File: src/rtl/mmu_pkg.sv
// Shared definitions for the TLB-based MMU: default page geometry, FSM encoding and
// virtual-address split helpers.
package mmu_pkg;

    localparam int unsigned DEF_PAGE_NUM_WIDTH = 20;
    localparam int unsigned DEF_ENTRIES        = 4;

    typedef enum logic {
        ST_IDLE  = 1'b0,
        ST_FAULT = 1'b1
    } mmu_state_e;

    // Page number right-aligned in a 32-bit word; callers truncate to their page width.
    function automatic logic [31:0] page_of(input logic [31:0] vaddr, input int unsigned pw);
        return vaddr >> (32 - pw);
    endfunction

    function automatic logic [31:0] offset_of(input logic [31:0] vaddr, input int unsigned pw);
        return vaddr & ((32'h1 << (32 - pw)) - 32'h1);
    endfunction

endpackage

File: src/rtl/tlb_cam.sv
// Fully-associative TLB storage: parallel page compare for lookups and updates,
// match encoding and round-robin allocation of new mappings.
module tlb_cam
    import mmu_pkg::*;
#(
    parameter int unsigned PAGE_NUM_WIDTH = DEF_PAGE_NUM_WIDTH,
    parameter int unsigned ENTRIES        = DEF_ENTRIES,
    localparam int unsigned IDX_W         = $clog2(ENTRIES)
) (
    input  logic                      i_clk,
    input  logic                      i_clr,
    input  logic [PAGE_NUM_WIDTH-1:0] i_lk_page,
    output logic                      o_hit,
    output logic [IDX_W-1:0]          o_hit_idx,
    output logic [PAGE_NUM_WIDTH-1:0] o_hit_ppage,
    input  logic                      i_upd,
    input  logic [PAGE_NUM_WIDTH-1:0] i_upd_vpage,
    input  logic [PAGE_NUM_WIDTH-1:0] i_upd_ppage,
    input  logic                      i_flush,
    output logic [IDX_W-1:0]          o_wr_idx
);

    logic [ENTRIES-1:0]        r_valid;
    logic [PAGE_NUM_WIDTH-1:0] r_vpage [ENTRIES];
    logic [PAGE_NUM_WIDTH-1:0] r_ppage [ENTRIES];
    logic [IDX_W-1:0]          r_rr_ptr;

    logic                      w_upd_match;
    logic [IDX_W-1:0]          w_upd_match_idx;

    // Updates never create duplicates, so at most one entry matches any page.
    always_comb begin
        o_hit           = 1'b0;
        o_hit_idx       = '0;
        o_hit_ppage     = '0;
        w_upd_match     = 1'b0;
        w_upd_match_idx = '0;
        for (int i = 0; i < int'(ENTRIES); i++) begin
            if (r_valid[i] && (r_vpage[i] == i_lk_page)) begin
                o_hit       = 1'b1;
                o_hit_idx   = IDX_W'(i);
                o_hit_ppage = r_ppage[i];
            end
            if (r_valid[i] && (r_vpage[i] == i_upd_vpage)) begin
                w_upd_match     = 1'b1;
                w_upd_match_idx = IDX_W'(i);
            end
        end
    end

    // Flush takes effect before a same-cycle write, so that write always lands in entry 0.
    assign o_wr_idx = i_flush     ? '0 :
                      w_upd_match ? w_upd_match_idx : r_rr_ptr;

    always_ff @(posedge i_clk) begin
        if (i_clr) begin
            r_valid  <= '0;
            r_rr_ptr <= '0;
        end else begin
            if (i_flush) begin
                r_valid  <= '0;
                r_rr_ptr <= '0;
            end
            if (i_upd) begin
                r_vpage[o_wr_idx] <= i_upd_vpage;
                r_ppage[o_wr_idx] <= i_upd_ppage;
                r_valid[o_wr_idx] <= 1'b1;
                if (i_flush) begin
                    r_rr_ptr <= IDX_W'(1);
                end else if (!w_upd_match) begin
                    r_rr_ptr <= r_rr_ptr + 1'b1;
                end
            end
        end
    end

endmodule

File: src/rtl/mmu_tlb.sv
// User-mode address translation through an ENTRIES-deep TLB with one-cycle registered
// latency, kernel-mode bypass and a sticky miss fault held until acknowledged.
module mmu_tlb
    import mmu_pkg::*;
#(
    parameter int unsigned PAGE_NUM_WIDTH = DEF_PAGE_NUM_WIDTH,
    parameter int unsigned ENTRIES        = DEF_ENTRIES,
    localparam int unsigned IDX_W         = $clog2(ENTRIES)
) (
    input  logic                      clk,
    input  logic                      clr,
    input  logic                      mmu_en,
    input  logic                      lookup_valid,
    input  logic [31:0]               vaddr_in,
    input  logic                      mmu_update,
    input  logic [PAGE_NUM_WIDTH-1:0] vpage_in,
    input  logic [PAGE_NUM_WIDTH-1:0] ppage_in,
    input  logic                      flush,
    input  logic                      fault_ack,
    output logic [31:0]               paddr_o,
    output logic                      paddr_valid_o,
    output logic                      mmu_error_o,
    output logic [31:0]               badvaddr_o,
    output logic [IDX_W-1:0]          hit_idx_o
);

    mmu_state_e                r_state;
    mmu_state_e                w_state_next;
    logic [31:0]               r_paddr;
    logic                      r_paddr_valid;
    logic [31:0]               r_badvaddr;
    logic [IDX_W-1:0]          r_hit_idx;

    logic [PAGE_NUM_WIDTH-1:0] w_lk_page;
    logic                      w_cam_hit;
    logic [IDX_W-1:0]          w_cam_idx;
    logic [PAGE_NUM_WIDTH-1:0] w_cam_ppage;
    logic [IDX_W-1:0]          w_wr_idx;
    logic                      w_fwd_hit;
    logic                      w_hit;
    logic [IDX_W-1:0]          w_hit_idx;
    logic [PAGE_NUM_WIDTH-1:0] w_ppage;
    logic                      w_service;
    logic [31:0]               w_xlat_paddr;

    assign w_lk_page = PAGE_NUM_WIDTH'(page_of(vaddr_in, PAGE_NUM_WIDTH));

    tlb_cam #(
        .PAGE_NUM_WIDTH(PAGE_NUM_WIDTH),
        .ENTRIES       (ENTRIES)
    ) u_cam (
        .i_clk      (clk),
        .i_clr      (clr),
        .i_lk_page  (w_lk_page),
        .o_hit      (w_cam_hit),
        .o_hit_idx  (w_cam_idx),
        .o_hit_ppage(w_cam_ppage),
        .i_upd      (mmu_update),
        .i_upd_vpage(vpage_in),
        .i_upd_ppage(ppage_in),
        .i_flush    (flush),
        .o_wr_idx   (w_wr_idx)
    );

    // A mapping being written this cycle wins over whatever is stored.
    assign w_fwd_hit    = mmu_update && (vpage_in == w_lk_page);
    assign w_hit        = w_fwd_hit || w_cam_hit;
    assign w_hit_idx    = w_fwd_hit ? w_wr_idx : w_cam_idx;
    assign w_ppage      = w_fwd_hit ? ppage_in : w_cam_ppage;
    assign w_xlat_paddr = (32'(w_ppage) << (32 - PAGE_NUM_WIDTH))
                        | offset_of(vaddr_in, PAGE_NUM_WIDTH);
    assign w_service    = lookup_valid && (r_state == ST_IDLE);

    always_ff @(posedge clk) begin
        if (clr) begin
            r_state <= ST_IDLE;
        end else begin
            r_state <= w_state_next;
        end
    end

    always_comb begin
        w_state_next = r_state;
        unique case (r_state)
            ST_IDLE: begin
                if (w_service && mmu_en && !w_hit) begin
                    w_state_next = ST_FAULT;
                end
            end
            ST_FAULT: begin
                if (fault_ack) begin
                    w_state_next = ST_IDLE;
                end
            end
            default: w_state_next = ST_IDLE;
        endcase
    end

    always_ff @(posedge clk) begin
        if (clr) begin
            r_paddr       <= '0;
            r_paddr_valid <= 1'b0;
            r_badvaddr    <= '0;
            r_hit_idx     <= '0;
        end else begin
            r_paddr_valid <= 1'b0;
            if (w_service) begin
                if (!mmu_en) begin
                    r_paddr       <= vaddr_in;
                    r_paddr_valid <= 1'b1;
                end else if (w_hit) begin
                    r_paddr       <= w_xlat_paddr;
                    r_paddr_valid <= 1'b1;
                    r_hit_idx     <= w_hit_idx;
                end else begin
                    r_badvaddr <= vaddr_in;
                end
            end
        end
    end

    assign paddr_o       = r_paddr;
    assign paddr_valid_o = r_paddr_valid;
    assign mmu_error_o   = (r_state == ST_FAULT);
    assign badvaddr_o    = r_badvaddr;
    assign hit_idx_o     = r_hit_idx;

endmodule

File: config.mk
export PLATFORM = sky130hd
export DESIGN_NAME = mmu_tlb
export DESIGN_NICKNAME = d
export VERILOG_FILES = /design/src/rtl/mmu_pkg.sv /design/src/rtl/tlb_cam.sv /design/src/rtl/mmu_tlb.sv
export SDC_FILE = /design/constraint.sdc
export NUM_CORES = 1
export LEC_CHECK = 0
export BUFFER_PORTS_ARGS = -buffer_cell sky130_fd_sc_hd__buf_2
export CORE_AREA = 2 2 216 218
export CTS_CLUSTER_SIZE = 12
export DETAILED_ROUTE_END_ITERATION = 8
export DIE_AREA = 0 0 218 220
export PLACE_DENSITY_LB_ADDON = 0.2
export SLEW_MARGIN = 20
export SYNTH_ARGS = -nofsm -noshare
export SYNTH_HDL_FRONTEND = slang
export SYNTH_SLANG_ARGS = --single-unit
File: constraint.sdc
create_clock -name clk -period 13.8 [get_ports clk]
set_input_delay 0.69 -clock clk [delete_from_list [all_inputs] [get_ports clk]]
set_output_delay 0.69 -clock clk [all_outputs]
set_load 0.01 [all_outputs]
==> flow_summary_export.csv, run 1 <==
group,metric,value,unit
outcome,status,"finished clean",
routing,first_pass_iters,4,
synthesis,netlist_top_cells_area,"edfxtp_1, dfxtp_1, xnor2_1",
power,p_leak,4.72,nW
synthesis,synth_top_area_share,42.4,%
placement,dpl.hpwl,27900,um
routing,ant_nets,0,
global_route,grt-ovfl-total,0,
synthesis,synthTopCellsByCount,"edfxtp_1, xnor2_1, nor2_1",
synthesis,synthCells,953,
timing,fin_skew,0.0183,ns
placement,pre_cts_ws,9.69,ns
routing,highest_layer,"met4",
power,power,0.00166,W
clock_tree,clk_latency,0.57,ns
clock_tree,cts_setup_buffers,0,
floorplanning,design.core.area,45900,sq um
global_route,grt_usage,16.3,%
floorplanning,rows,79,
power,ir_worst_vdd,0.0000653,V
cells_and_area,stdcell_area,13500,sq um
timing,final_period_minus_worst_setup_slack,3.61,ns
timing,rsz0062_at_grt,"no",
routing,route.met3.wl,2230,um
synthesis,synth_xor_area_share,14.1,%
placement,place_area,12600,sq um
timing,max_slew_margin,43.6,%
setup_path,worstPathMaxFanout,26,
power,sw_frac_of_total,25.5,%
floorplanning,chipWidth,218,um
routing,post-route-drc-count,0,
timing,finalCritPeriodShare,26.1,%
floorplanning,io_pins,147,
setup_path,end_kind,"register",
routing,wl_per_cell,23.3,um
synthesis,synth_most_common_cell,"edfxtp_1",
timing,whs,0.355,ns
routing,vias_per_cell,4.72,
clock_tree,htreeDepth,1,
setup_path,start_kind,"register",
synthesis,synth-main-ff-cell,"edfxtp_1",
timing,setup_viol,0,
timing,finalSetupTns,0,ns
synthesis,synth_top_family_by_area,"simple AND/OR/NAND/NOR gates",
synthesis,ys_ff_latch,234,
routing,vias,8006,
routing,drtIter0Drc,479,
clock_tree,cts_resized,0,
synthesis,synth.avg_cell_area,11.9,sq um
power,p_switching,0.000423,W
floorplanning,die_area,48000,sq um
power,intPower,0.00124,W
synthesis,synth.area.mux_share,3.89,%
power,seqPwrFrac,46.9,%
power,clkPwrFrac,43.1,%
clock_tree,cts_tree,"yes",
setup_path,critical_path_arrival,3.83,ns
routing,route.met2.wl,18100,um
synthesis,synth_simple_gate_area_share,14.7,%
cells_and_area,final.fill_count,4746,
run,maxCapViolations,0,
floorplanning,start_util,24.7,%
setup_path,cp.required,14.02,ns
timing,worst_pin_slew,0.839,ns
cells_and_area,num_antenna_cells,0,
cells_and_area,area_growth,19.2,%
routing,routed_wl,39400,um
clock_tree,cts_made_buffers,28,
power,power_density,123,nW/um^2
synthesis,seq_area_frac_synth,55.5,%
timing,maxSlewViolCount,0,
routing,wl_met1,17800,um
placement,io_buffers,146,
global_route,antenna_found_initial,0,
synthesis,synth_edf_count,160,
synthesis,synth_area_leader_cell,"edfxtp_1",
clock_tree,clkTransAtPathRegs,0.06,ns
synthesis,synth.distinct_cells,59,
global_route,grt_pass1_vias,8117,
clock_tree,clock_path_buffers,3,
clock_tree,cts_root_buf,"clkbuf_16",
clock_tree,cts_hold_buf,0,
timing,max_clock_freq,277,MHz
global_route,grt_max_degree,63,
power,comb_power_share,10.0,%
cells_and_area,drive_gt1_share,22.3,%
global_route,grt_pass1_wl,57000,um
hold_path,min_path_type,"input pin to register",
setup_path,critPathKind,"register to register",
cells_and_area,final_nets,1146,
clock_tree,cts_sinks,234,
synthesis,ys.warnings.count,0,
timing,hold_viol,0,
synthesis,synthesis.nets,1032,
synthesis,yosys.area_share.adder,0,%
floorplanning,die_h,220,um
synthesis,synth_compound_area_share,8.36,%
timing,timing.final.ws_setup,10.19,ns
synthesis,netlist_area,11300,sq um
synthesis,async_flop_share,0,%
placement,gp_congestion,0.862,
[power by group through the flow]
stage                     registers (W)  clock network (W)   logic, W
after floorplan                0.000797                  0  0.0000933
after global placement         0.000792                  0   0.000169
after detailed placement       0.000793                  0   0.000167
after CTS                      0.000778           0.000739   0.000168
after global routing           0.000779           0.000765   0.000180
final                          0.000778           0.000714   0.000166
[routing by layer]
| layer | track usage [%] | vias up |
|---|---|---|
| met5 | 0 | - |
| met4 | 5.74 | 0 |
| met3 | 2.88 | 69 |
| met2 | 26.8 | 275 |
| met1 | 21.6 | 3946 |
| li1 | - | 3716 |
[stage by stage]
step                std cells  utilization, %
floorplan                 953               -
global placement         1644            27.5
detailed placement       1644            27.5
CTS                      1696            29.5
global route             1696            29.5
finish                   1696            29.5
[state kept, by name, summed over array words and instances (netlist names)]
signal,flops
paddr_valid_o,1
u_cam.r_ppage,80
badvaddr_o,32
u_cam.r_rr_ptr,2
u_cam.r_vpage,80
u_cam.r_valid,4
mmu_error_o,1
paddr_o,32
hit_idx_o,2
[worst max-delay path: stages (launching register included)]
cell	delay, ns
edfxtp_1	0.44
xnor2_1	0.25
nand2_1	0.08
or3b_1	0.38
nor4_1	0.32
nand2_1	0.19
a31oi_1	0.46
and4b_2	0.66
buf_4	0.46
[cell families (layout without fill, tap and decap cells)]
logic type,count (synthesis),after routing
compound gates,98,98
xor+xnor,182,182
simple gates,307,307
mux,44,44
buf+inv,88,224
flops,234,234
[final timing paths]
path	start	to	slack, ns	depth (start not counted)
hold / removal	ppage_in[18]	u_cam.r_ppage[1][18]	0.36	1
setup / recovery	u_cam.r_vpage[3][13]	u_cam.r_vpage[3][6]	10.19	8
setup reg to reg	u_cam.r_vpage[3][13]	u_cam.r_vpage[3][6]	10.19	8
hold reg to reg	paddr_o[18]	paddr_o[18]	0.46	2
[cells in the final DEF (no fill, tap or decap), drive strengths merged, types with 4 or more instances in the layout]
master / n
a21o: 14
a221o: 10
a221oi: 20
a31oi: 11
buf: 158
clkbuf: 42
clkinv: 6
dfxtp: 74
edfxtp: 160
inv: 15
mux2i: 44
nand2: 46
nand2b: 10
nand3: 39
nand3b: 12
nand4: 54
nor2: 77
nor3: 13
nor3b: 4
nor4: 20
nor4b: 5
o21ai: 15
o22ai: 10
o41ai: 10
or4: 5
xnor2: 148
xor2: 34
[area by class of cell]
class                   count  area [sq um]  share of cell area (%)
well taps                 607           759                    5.62
multi-input cells         631          4690                    34.7
clock inverters            10          83.8                   0.620
clock buffers              42           815                    6.03
flip-flops and latches    234          6290                    46.5
repair buffers            158           823                    6.09
inverters                  14          52.6                   0.389
No activity file was read; power rests on OpenSTA's default activity.
==> inputs of run 2 (changes only) <==
==> constraint.sdc (replaced) <==
create_clock -name clk -period 3.7 [get_ports clk]
set_input_delay 0.185 -clock clk [delete_from_list [all_inputs] [get_ports clk]]
set_output_delay 0.185 -clock clk [all_outputs]
set_load 0.01 [all_outputs]
==> run 2 against run 1 <==
  * Via count increased by 3.5%
  * Critical endpoint is now u_cam.r_ppage[3][11]
  * Critical path type unchanged
  * Final cell count rose by 2.7%
  * Power rose to 3.8 times the previous value
==> flow_summary_export.csv, run 2 (synthesis gave the netlist of run 1 again) <==
group,metric,value,unit
outcome,status,"finished clean",
timing,final_period_minus_worst_setup_slack,3.12,ns
floorplanning,die_area,48000,sq um
setup_path,slowest_stage,"and4b_2",
setup_path,crit_chain,"xnor2_1 > nand2_1 > or3b_1 > nor4_1 > nand2_1 > a31oi_2 > and4b_2 > buf_4",
timing,finalCritPeriodShare,84.3,%
clock_tree,cts_made_buffers,29,
clock_tree,htreeDepth,1,
setup_path,cp.required,3.95,ns
timing,rsz0062_at_grt,"no",
routing,ant_nets,0,
power,sw_frac_of_total,24.8,%
setup_path,r2r-start,"u_cam.r_vpage[3][13]",
hold_path,min_from,"mmu_en",
floorplanning,design.core.area,45900,sq um
routing,routed_wl,39400,um
clock_tree,clkTransAtPathRegs,0.06,ns
placement,dp_cells,1654,
routing,post-route-drc-count,0,
clock_tree,cts_sinks,234,
global_route,grt_pass1_vias,8209,
power,power_density,451,nW/um^2
placement,gp_congestion,0.855,
hold_path,min_path_type,"input pin to register",
routing,vias,8287,
cells_and_area,drive_gt1_share,22.5,%
run,maxCapViolations,0,
power,seqPwrFrac,46.0,%
cells_and_area,register_area,6290,sq um
timing,fin_skew,0.0145,ns
timing,max_slew_margin,37.9,%
power,intPower,0.00474,W
cells_and_area,final_common_cell,"edfxtp_1",
clock_tree,clock_path_buffers,3,
timing,finalSetupTns,0,ns
cells_and_area,largestRegisters,"u_cam.r_ppage: 80 flops, u_cam.r_vpage: 80 flops",
cells_and_area,final_nets,1192,
placement,io_buffers,146,
setup_path,r2r_end,"u_cam.r_ppage[3][11]",
global_route,grt_usage,16.1,%
setup_path,end_kind,"register",
cells_and_area,area_growth,23.4,%
clock_tree,clk_latency,0.56,ns
power,ir_worst_vdd,0.000312,V
power,p_switching,0.00156,W
setup_path,start_kind,"register",
routing,wl_per_cell,22.6,um
cells_and_area,num_antenna_cells,0,
floorplanning,start_util,24.7,%
clock_tree,cts_resized,0,
cells_and_area,multi_input_area,4710,sq um
clock_tree,cts_setup_buffers,0,
setup_path,critPathKind,"register to register",
placement,dpl.hpwl,26700,um
cells_and_area,layout.cells.non_filler,1741,
hold_path,worstHoldEndpoint,"hit_idx_o[1]",
setup_path,reg2reg_depth,8,
global_route,grt_max_degree,57,
global_route,grt-ovfl-total,0,
cells_and_area,most-common-layout-cells,"edfxtp_1, xnor2_1, buf_2",
timing,max_clock_freq,321,MHz
power,p_leak,4.95,nW
clock_tree,cts_tree,"yes",
cells_and_area,final.fill_count,4739,
hold_path,whs_path_depth,3,
floorplanning,io_pins,147,
routing,drtIter0Drc,599,
routing,first_pass_iters,5,
setup_path,critical_path_arrival,3.37,ns
timing,maxSlewViolCount,0,
power,clkPwrFrac,43.6,%
floorplanning,rows,79,
timing,worst_pin_slew,0.929,ns
timing,hold_viol,0,
floorplanning,die_h,220,um
routing,vias_per_cell,4.76,
floorplanning,chipWidth,218,um
setup_path,reg2reg_slack,0.58,ns
global_route,antenna_found_initial,1,
global_route,grt_pass1_wl,56500,um
clock_tree,cts_root_buf,"clkbuf_16",
timing,setup_viol,0,
setup_path,worstPathMaxFanout,14,
power,comb_power_share,10.3,%
setup_path,path_common_cell,"nand2_1",
setup_path,cpPeakStageDelay,0.57,ns
==> run 2: changes by cell type in the layout (fill, tap and decap cells not counted), moves of 2 or more <==
| cell | delta |
|---|---|
| bufinv_16 | +2 |
| clkbuf_1 | -2 |
| dlygate4sd3_1 | +35 |
| clkinv_2 | +6 |
| clkinvlp_4 | -3 |
| clkbuf_8 | -3 |
| buf_4 | +9 |
==> run 2: layout make-up <==
class	instances	area share, %
clock buffers	38	5.65
clock inverters	14	0.886
inverters	14	0.376
multi-input cells	631	33.7
flip-flops and latches	234	44.9
well taps	607	5.43
repair buffers	203	9.02
==> run 2: repair_timing <==
item,in CTS,in global routing
endpoints found under the setup margin,0,0
hold endpoints to repair,107,0
hold buffers,35,0
==> run 2: through the flow <==
stage	total power [W]	hold WS, ns	setup slack [ns]	util, %	instance area (sq um)
floorplan	0.00332	0.262	0.0946	-	11400
CTS	0.00639	0.0115	0.571	30.5	14000
detailed placement	0.00358	0.426	0.501	27.7	12700
global route	0.00654	0.0280	0.353	30.5	14000
global placement	0.00358	0.424	0.492	27.7	12700
finish	0.00631	0.0247	0.582	30.5	14000
==> run 2: routing by layer <==
metal,global-route usage [%],wire (um),vias up
met5,0,7,-
met4,3.97,869,2
met3,2.51,2200,51
met2,26.7,18200,272
met1,22.0,18100,4151
li1,-,-,3811
==> run 2: worst max path at each step <==
stage,cells past startpoint,endpoint,slack [ns],startpoint
final,8,u_cam.r_ppage[3][11],0.58,u_cam.r_vpage[3][13]
after global routing,8,u_cam.r_ppage[1][11],0.35,u_cam.r_vpage[1][3]
after CTS,8,u_cam.r_ppage[3][18],0.57,u_cam.r_vpage[3][13]
after detailed placement,10,u_cam.r_ppage[1][6],0.50,vpage_in[13]
after global placement,10,u_cam.r_ppage[1][17],0.49,vpage_in[13]
after floorplan,8,u_cam.r_ppage[2][0],0.09,vpage_in[13]
==> run 2: critical path, delay by kind of cell (launching register included) <==
family | cells | cell delay (ns)
xor+xnor | 1 | 0.21
buf+inv | 1 | 0.30
flops | 1 | 0.42
compound gates | 1 | 0.42
simple gates | 5 | 1.45
==> run 2: power groups by stage <==
stage / clock network [W] / logic, W / registers (W)
2_1_floorplan: 0 / 0.000351 / 0.00297
3_3_place_gp: 0 / 0.000628 / 0.00296
3_5_place_dp: 0 / 0.000626 / 0.00296
4_1_cts: 0.00283 / 0.000659 / 0.00290
5_1_grt: 0.00293 / 0.000704 / 0.00291
6_report: 0.00275 / 0.000652 / 0.00290
==> inputs of run 3 (changes only) <==
==> constraint.sdc (replaced) <==
create_clock -name clk -period 2.9 [get_ports clk]
set_input_delay 0.145 -clock clk [delete_from_list [all_inputs] [get_ports clk]]
set_output_delay 0.145 -clock clk [all_outputs]
set_load 0.01 [all_outputs]
==> run 3 against run 2 <==
  * Clock skew is 0.0039 ns lower
  * Global-route usage up 0.27 points
  * Final cell count is 5.1% higher
  * Design area up 8.0%
  * Sequential power up 28%
  * Die area is the same
  * First-iteration DRC count grew 11%
  * Setup slack got worse by 0.49 ns
  * Clock power up 35%
==> flow_summary_export.csv, run 3 (synthesis gave the netlist of run 1 again) <==
group,metric,value,unit
outcome,status,"finished clean",
setup_path,cp.required,3.17,ns
placement,pre_cts_ws,-0.0579,ns
clock_tree,cts_made_buffers,28,
floorplanning,io_pins,147,
clock_tree,clkTransAtPathRegs,0.06,ns
timing,hold_viol,0,
cells_and_area,area_growth,33.3,%
power,ir_worst_vdd,0.000429,V
cells_and_area,final_nets,1280,
routing,post-route-drc-count,0,
clock_tree,clock_path_buffers,3,
cells_and_area,layout.cells.non_filler,1830,
timing,setup_viol,0,
cells_and_area,drive_gt1_share,27.8,%
setup_path,worstPathMaxFanout,13,
timing,fin_skew,0.0106,ns
cells_and_area,num_antenna_cells,0,
cells_and_area,final_common_cell,"edfxtp_1",
global_route,grt_max_degree,53,
setup_path,critical_path_arrival,3.07,ns
cells_and_area,multi_input_area,4810,sq um
setup_path,critPathKind,"register to register",
routing,vias_per_cell,4.65,
clock_tree,cts_root_buf,"clkbuf_16",
timing,rsz0062_at_grt,"yes",
routing,drtIter0Drc,665,
cells_and_area,register_area,6290,sq um
placement,gp_congestion,0.904,
hold_path,min_path_type,"input pin to register",
floorplanning,die_h,220,um
floorplanning,die_area,48000,sq um
global_route,grt-ovfl-total,0,
clock_tree,clk_latency,0.56,ns
timing,maxSlewViolCount,0,
global_route,grt_usage,16.4,%
floorplanning,rows,79,
global_route,antenna_found_initial,0,
timing,final_period_minus_worst_setup_slack,2.80,ns
timing,max_slew_margin,56.6,%
clock_tree,cts_sinks,234,
global_route,grt_pass1_vias,8539,
timing,worst_pin_slew,0.651,ns
clock_tree,htreeDepth,1,
cells_and_area,stdcell_area,15100,sq um
timing,max_clock_freq,357,MHz
floorplanning,design.core.area,45900,sq um
setup_path,start_kind,"register",
routing,ant_nets,0,
cells_and_area,most-common-layout-cells,"edfxtp_1, xnor2_1, buf_2",
floorplanning,chipWidth,218,um
placement,dp_cells,1717,
setup_path,end_kind,"register",
cells_and_area,largestRegisters,"u_cam.r_ppage: 80 flops, u_cam.r_vpage: 80 flops",
timing,finalSetupTns,0,ns
routing,routed_wl,40000,um
global_route,grt_pass1_wl,58000,um
timing,finalCritPeriodShare,96.7,%
routing,vias,8501,
placement,place_area,13400,sq um
cells_and_area,final.fill_count,4641,
power,power_density,552,nW/um^2
clock_tree,cts_tree,"yes",
placement,io_buffers,146,
routing,wl_per_cell,21.8,um
placement,dpl.hpwl,28700,um
run,maxCapViolations,0,
floorplanning,start_util,24.7,%
routing,first_pass_iters,5,
timing,timing.final.ws_setup,0.0953,ns
power,p_leak,5.49,nW
## run 3: cell types whose count changed in the layout (fill, tap and decap cells not counted), moves of 3 or more
cell           change
buf_12            +17
buf_4             +50
clkbuf_1           -3
clkinv_2           -3
dlygate4sd3_1     +19
nor4_1             -5
nor4_2             +4
xnor2_1            -3
xnor2_2            +3
## run 3: timing repair
action | CTS | global route
cloned | 0 | 1
setup endpoints to repair | 33 | 190
gates resized for setup | 1 | 13
setup buffers | 0 | 6
hold endpoints to repair | 146 | 1
pin swaps | 0 | 7
hold buffers | 53 | 1
## run 3: worst paths after layout
path	endpoint	from	slack [ns]	cells after the start
worst max-delay path	u_cam.r_vpage[1][12]	u_cam.r_vpage[0][10]	0.1	11
worst min-delay path	u_cam.r_vpage[3][16]	vpage_in[16]	0.03	2
worst max register to register	u_cam.r_vpage[1][12]	u_cam.r_vpage[0][10]	0.1	11
worst min register to register	paddr_o[15]	paddr_o[15]	0.46	2
## run 3: through the flow
| stage | total power, W | hold WS (ns) | utilization, % |
|---|---|---|---|
| after global placement | 0.00464 | 0.388 | 29.2 |
| after floorplan | 0.00424 | 0.222 | - |
| after global routing | 0.00865 | 0.0163 | 32.9 |
| after CTS | 0.00844 | 0.00625 | 32.5 |
| final | 0.00834 | 0.0260 | 32.9 |
| after detailed placement | 0.00464 | 0.392 | 29.2 |
## run 3: layout make-up
cell class              count  area share (%)
inverters                  14           0.348
clock inverters            14            1.04
well taps                 607            5.03
multi-input cells         631            31.8
repair buffers            292            14.7
clock buffers              38            5.45
flip-flops and latches    234            41.6
## run 3: layer usage
metal | global-route usage [%] | up-vias | routed length [um]
li1 | - | 3988 | -
met1 | 22.1 | 4178 | 18000
met2 | 27.1 | 286 | 18600
met3 | 2.57 | 49 | 2390
met4 | 4.92 | 0 | 977
met5 | 0 | - | 0
## run 3: worst max-delay path: stages, from the launching register on
cell	delay [ns]
edfxtp_1	0.43
xnor2_2	0.21
nand4_1	0.15
nor4_2	0.29
buf_4	0.16
nand4_1	0.18
nand3_2	0.16
a31oi_4	0.11
buf_12	0.15
nor4b_4	0.29
buf_4	0.21
clkbuf_16	0.17
## run 3: report_power, final
group	total (W)	internal [W]	switching, W
sequential	0.00370	0.00365	0.0000463
clock	0.00370	0.00226	0.00145
combinational	0.000937	0.000392	0.000545
